**config.mk**
```make
export PLATFORM = sky130hd
export DESIGN_NAME = cfg_param_writer
export DESIGN_NICKNAME = d
export VERILOG_FILES = /design/src/rtl/cfg_param_writer.sv
export SDC_FILE = /design/constraint.sdc
export NUM_CORES = 1
export LEC_CHECK = 0
export CAP_MARGIN = 20
export CORE_MARGIN = 2
export CORE_UTILIZATION = 25
export CTS_CLUSTER_DIAMETER = 60
export DETAILED_ROUTE_END_ITERATION = 8
export GPL_ROUTABILITY_DRIVEN = 1
export MAX_ROUTING_LAYER = met4
export PLACE_DENSITY_LB_ADDON = 0.12
export SYNTH_ARGS = -nofsm -noshare
export SYNTH_HDL_FRONTEND = slang
export SYNTH_SLANG_ARGS = --single-unit
```
**constraint.sdc**
```tcl
create_clock -name clk -period 6.1 [get_ports clk]
set_input_delay 1.83 -clock clk [delete_from_list [all_inputs] [get_ports clk]]
set_output_delay 1.83 -clock clk [all_outputs]
set_load 0.02 [all_outputs]
```
**src/rtl/cfg_param_writer.sv**
```systemverilog
// Staging-word writer for the acceptance-filter parameter registry: collects eight
// 32-bit words, then presents a frozen 256-bit word with setup/pulse/hold timing.
module cfg_param_writer #(
    parameter int unsigned SETUP_CYC = 2,
    parameter int unsigned HOLD_CYC  = 4
) (
    input  logic         clk,
    input  logic         g_rst,
    input  logic         wr_en,
    input  logic [2:0]   wr_addr,
    input  logic [31:0]  wr_data,
    input  logic [3:0]   wr_be,
    input  logic         commit,
    output logic [255:0] data_out,
    output logic         param_ld,
    output logic         busy,
    output logic         done,
    output logic         commit_err,
    output logic [1:0]   dbg_state
);

    // Handshake: commit is accepted only in IDLE; while busy=1 a commit is dropped
    // and answered with a one-cycle commit_err, and done marks the end of a sequence.
    typedef enum logic [1:0] {S_IDLE, S_SETUP, S_PULSE, S_HOLD} state_t;

    localparam logic [7:0] SETUP_INIT = 8'(SETUP_CYC - 1);
    localparam logic [7:0] HOLD_INIT  = 8'(HOLD_CYC - 1);

    state_t         r_state;
    logic [7:0]     r_cnt;
    logic [255:0]   r_data;
    logic           r_ld;
    logic           r_busy;
    logic           r_done;
    logic           r_err;
    logic [31:0]    r_stage [8];

    state_t         w_state_nx;
    logic [7:0]     w_cnt_nx;
    logic [255:0]   w_data_nx;
    logic           w_ld_nx;
    logic           w_busy_nx;
    logic           w_done_nx;
    logic           w_err_nx;
    logic [255:0]   w_snapshot;

    always_comb begin
        w_snapshot = '0;
        for (int k = 0; k < 8; k++) begin
            w_snapshot[32*k +: 32] = r_stage[k];
        end
    end

    // Byte-masked staging writes; snapshot reads the pre-write contents.
    always_ff @(posedge clk) begin
        if (g_rst) begin
            for (int k = 0; k < 8; k++) begin
                r_stage[k] <= '0;
            end
        end else if (wr_en) begin
            for (int b = 0; b < 4; b++) begin
                if (wr_be[b]) begin
                    r_stage[wr_addr][8*b +: 8] <= wr_data[8*b +: 8];
                end
            end
        end
    end

    always_comb begin
        w_state_nx = r_state;
        w_cnt_nx   = r_cnt;
        w_data_nx  = r_data;
        w_ld_nx    = 1'b0;
        w_busy_nx  = r_busy;
        w_done_nx  = 1'b0;
        w_err_nx   = 1'b0;
        case (r_state)
            S_IDLE: begin
                if (commit) begin
                    w_data_nx  = w_snapshot;
                    w_busy_nx  = 1'b1;
                    w_cnt_nx   = SETUP_INIT;
                    w_state_nx = S_SETUP;
                end
            end
            S_SETUP: begin
                w_err_nx = commit;
                if (r_cnt != 8'd0) begin
                    w_cnt_nx = r_cnt - 8'd1;
                end else begin
                    w_ld_nx    = 1'b1;
                    w_state_nx = S_PULSE;
                end
            end
            S_PULSE: begin
                w_err_nx   = commit;
                w_cnt_nx   = HOLD_INIT;
                w_state_nx = S_HOLD;
            end
            S_HOLD: begin
                w_err_nx = commit;
                if (r_cnt != 8'd0) begin
                    w_cnt_nx = r_cnt - 8'd1;
                end else begin
                    w_busy_nx  = 1'b0;
                    w_done_nx  = 1'b1;
                    w_state_nx = S_IDLE;
                end
            end
            default: w_state_nx = S_IDLE;
        endcase
    end

    always_ff @(posedge clk) begin
        if (g_rst) begin
            r_state <= S_IDLE;
            r_cnt   <= '0;
            r_data  <= '0;
            r_ld    <= 1'b0;
            r_busy  <= 1'b0;
            r_done  <= 1'b0;
            r_err   <= 1'b0;
        end else begin
            r_state <= w_state_nx;
            r_cnt   <= w_cnt_nx;
            r_data  <= w_data_nx;
            r_ld    <= w_ld_nx;
            r_busy  <= w_busy_nx;
            r_done  <= w_done_nx;
            r_err   <= w_err_nx;
        end
    end

    assign data_out   = r_data;
    assign param_ld   = r_ld;
    assign busy       = r_busy;
    assign done       = r_done;
    assign commit_err = r_err;
    assign dbg_state  = r_state;

endmodule

```
## After elaboration in Yosys (flattened, before gate mapping)

Memories as Yosys holds them, arrays and structs flattened. A register that Yosys moved wholly into a read port is not among the register bits.
Index checks and enable logic that the tools add are counted.

- Bitwise operators: 3
- Eq/ne operators: 7
- Mux-type cells: 32
- Reductions and logical operators: 13
- Add/subtract/negate cells: 1

Operator list:

| cell | count |
|---|---|
| $mux 32 | 1 |
| $reduce_or 32->1 | 1 |
| $pmux 8 s3 | 1 |
| $mux 1 | 21 |
| $mux 8 | 2 |
| $pmux 2 s4 | 1 |
| $reduce_bool 8->1 | 1 |
| $reduce_or 2->1 | 4 |
| $sub 8x1->8 const B | 1 |
| $mux 2 | 3 |
| $ne 2x2->1 const B | 3 |
| $reduce_and 3->1 | 2 |
| $eq 2x2->1 const B | 2 |
| $mux 4 | 1 |
| $reduce_and 2->1 | 2 |
| $mux 3 | 1 |
| $not 1->1 | 3 |
| $reduce_or 3->1 | 1 |
| $eq 2x1->1 const B | 1 |
| $logic_not 2->1 | 1 |
| $ne 2x1->1 const B | 1 |
| $pmux 1 s2 | 1 |
| $reduce_bool 2->1 | 1 |

- Bits in registers: 14
- Output and inout bits: 262
- Memories kept: 1
- Input port bits: 43
- RAM bits: 256
- Logic and storage cells: 63

Memories:

| memory | words | width | read ports | clocked after Yosys merged registers in | write ports | line | source |
|---|---|---|---|---|---|---|---|
| r_stage | 8 | 32 | 8 | 8 | 8 | 36 | `logic [31:0] r_stage [8];` |

## Longest topological paths before layout

- Depth after elaboration: 6
- Depth in mapped cells: 8
- Depth with buffers taken out: 6

## Worst setup path after synthesis

No wires, ideal clock.

- Kind: input-to-reg
- Start: input wr_addr[0]
- End: memory r_stage[2][0], enable pin
- Slack: 2.578 ns
- Data arrival time: 3.138 ns
- Data required time: 5.716 ns
- Stages on the path: 3
- Library setup time: 0.384 ns
- Path buffers: 1
- Path through: or3b_2 -> buf_2 -> o21ai_0

RTL lines:

| what | line | source |
|---|---|---|
| start, declared | 10 | `input logic [2:0] wr_addr,` |
| end, declared | 36 |  |

==> impl_metrics.py <==
metrics = {
    "run_status": {
        "status": "finished clean",
    },
    "sta": {
        "period_share": 0.691,
        "max_slew.worst_pin.slew_ps": 1030,
        "clock.fmax_mhz": 237,
        "slew_violations": 0,
        "tns_ps": 0,
        "finalHoldViolCount": 0,
        "period_needed_ps": 4220,
        "setup_viol": 0,
        "skew_ps": 20.1,
        "whs_ps": 451,
        "slew_headroom": 0.305,
        "grt_setup_unrepaired": "no",
    },
    "clocking": {
        "ctsHoldBuffers": 0,
        "root_buffer": "clkbuf_16",
        "cts_resized": 0,
        "cts.sink_count": 526,
        "cts_made_buffers": 66,
        "clk_latency_ps": 590,
        "clock_path_buffers": 3,
        "cts_setup_buffers": 0,
        "htreeDepth": 3,
        "path_clk_slew_ps": 50,
        "cts_tree": "yes",
    },
    "detailed_routing": {
        "drc_errors": 0,
        "drt-initial-drc-count": 644,
        "post_drt_via_cell_ratio": 4.26,
        "dr.pass1.iters": 5,
        "drt_wl_total_mm": 59.9,
        "postRouteAntennaNets": 0,
        "avgRoutedWirePerCell_um": 18.7,
        "vias": 13700,
    },
    "job": {
        "maxCapViolCount": 0,
    },
    "setup_path": {
        "rr_worst_depth": 6,
        "cp.required_ps": 6300,
        "crit_path_end_kind": "flop",
        "r2r_end": "data_out[76]",
        "cp.arrival_ps": 4420,
        "rr_startpoint": "dbg_state[0]",
        "cp_max_fo": 16,
        "reg2reg_setup_slack_ps": 3580,
        "critical_path_class": "in2reg",
        "cp-start-kind": "input port",
    },
    "synthesis": {
        "synth_top_family_by_area": "simple AND/OR/NAND/NOR gates",
        "synthFlopType": "dfxtp_1",
        "synth_cells": 1800,
        "synthSimpleGateAreaFrac": 0.207,
        "synth_fa_ha_area_frac": 0.00391,
        "synth_fp_nets": 1849,
        "syn_avg_cell_area_um2": 10.7,
        "ys_ff_latch": 526,
        "synth_compound_area_frac": 0.0836,
        "synthArstFlopShare": 0,
        "synth_xor_area_frac": 0,
        "ys.warnings.count": 0,
        "synth_mux_area_frac": 0.000522,
        "synth_top_area_share": 0.401,
        "ys_top_cells_by_area": "edfxtp_1 (40%), dfxtp_1 (28%), nand2_1 (10%)",
        "yosysTopAreaCell": "edfxtp_1",
        "synth_area_um2": 19200,
        "synth.distinct_cells": 40,
        "yosysSeqAreaShare": 0.683,
        "synth_edf_count": 256,
    },
    "cells_and_area": {
        "drive_gt1_frac": 0.0695,
        "post-route-cell-area_um2": 25500,
        "layout.nets": 2170,
        "finish.utilization": 0.336,
        "area_delta_synth_final_pct": 33.1,
        "antenna_cells": 0,
    },
    "grt": {
        "grt_pass1_wl_mm": 88.8,
        "gr-total-overflow": 0,
        "track_usage": 0.155,
        "antenna_found_initial": 2,
        "grt_pass1_vias": 13800,
        "grt_max_degree": 79,
    },
    "power": {
        "p_leak_nw": 9.00,
        "p_per_area_nw_per_um2": 414,
        "ir_drop_mv": 0.220,
    },
    "place": {
        "placed_area_um2": 23500,
        "place_congestion": 0.745,
        "hpwlAfterDp_mm": 40.3,
        "port-buffer-count": 304,
    },
    "die": {
        "fp.dieW_um": 281,
        "dieArea_um2": 78900,
        "initial_core_util": 0.252,
        "num_rows": 101,
        "ios": 305,
        "core-area_um2": 75900,
        "die_h_um": 281,
    },
    "hold_path": {
        "worstHoldStart": "data_out[155]",
        "holdPathStages": 2,
        "whs_endpoint": "data_out[155]",
        "hold_class": "reg2reg",
    },
}
-- flip-flops by register name (all words and copies together), names as in the netlist --
signal,count
data_out,256
r_stage,256
r_cnt,8
dbg_state,2
busy,1
commit_err,1
done,1
param_ld,1
-- metrics by stage --
stage	setup WS (ps)	std cells	power, mW
floorplan	2580	1800	5.77
global placement	1280	3075	7.02
detailed placement	1170	3075	7.04
CTS	1800	3196	10.8
global route	1780	3204	11.1
finish	1880	3204	10.6
-- cell usage after synthesis (2+ instances only) --
library cell and instances:
clkbuf_1 63, nor2_4 4, or3_1 2, and2_1 257, buf_2 33, ha_1 6
nand2_1 525, edfxtp_1 256, nand3b_1 6, nor2_1 38, a31oi_1 2, nand2b_1 2
inv_1 6, nor3b_1 2, dfxtp_1 270, a21oi_1 264, nor3_1 4, o21ai_0 38
-- critical path: stages --
cell             delay, ps
clkdlybuf4s50_1        530
nor2b_2                540
nand2_1                530
o21ai_0                970
-- final cells by class --
cell class                      instances  area, um2
Inverter                                6       22.5
Fill cell                            7718      50400
Timing Repair Buffer                  350       3430
Clock inverter                         33        270
Clock buffer                           88       1760
Multi-Input combinational cell       1171       5670
Tap cell                             1030       1290
Sequential cell                       526      13100
-- layout by cell type, fill, tap and decap left out, types with 2 or more instances in the layout --
| master | n |
|---|---|
| o21ai_0 | 38 |
| and2_1 | 256 |
| nor2_1 | 38 |
| clkbuf_8 | 3 |
| clkinv_8 | 3 |
| ha_1 | 6 |
| clkinv_1 | 10 |
| buf_12 | 4 |
| inv_6 | 5 |
| nor2_4 | 4 |
| nor3b_1 | 2 |
| dfxtp_1 | 270 |
| clkbuf_16 | 66 |
| or3_1 | 2 |
| nor3_1 | 4 |
| clkbuf_2 | 3 |
| a21oi_1 | 264 |
| nand2b_1 | 2 |
| clkbuf_1 | 19 |
| nand2_1 | 524 |
| clkdlybuf4s50_1 | 303 |
| buf_4 | 34 |
| a31oi_1 | 2 |
| edfxtp_1 | 256 |
| clkinv_2 | 10 |
| inv_1 | 5 |
| nand3b_1 | 6 |
| buf_2 | 4 |
| bufinv_16 | 2 |
| inv_8 | 2 |
-- power breakdown --
group	total [mW]	internal [mW]	leakage (nW)	switching [mW]
sequential	4.42	4.15	4.66	0.265
combinational	2.48	0.946	3.35	1.53
clock	3.68	2.14	0.996	1.54
-- worst max path at each step --
stage                           from        endpoint  slack, ps  depth (start not counted)
final                          wr_en  r_stage[7][14]       1880                          4
after global routing           wr_en  r_stage[2][15]       1780                          4
after CTS                      wr_en   r_stage[4][9]       1800                          4
after detailed placement       wr_en  r_stage[5][13]       1170                          4
after global placement         wr_en  r_stage[5][14]       1280                          4
after floorplan           wr_addr[0]   r_stage[2][0]       2580                          3
-- metal layers --
metal	wire length (um)	vias to the layer above	GRT usage	share of wire
li1	-	6657	-	-
met3	3300	78	0.0405	0.055
met2	28800	263	0.253	0.48
met1	26700	6666	0.191	0.45
met4	1120	0	0.0391	0.019
met5	0	-	-	0
-- cells by family after synthesis --
family,Yosys count
and+or+nand+nor,851
buffers and inverters,103
adders and majority gates,6
DFF,526
muxes,1
AOI/OAI and AO/OA,313
No activity file was read; power rests on OpenSTA's default activity.
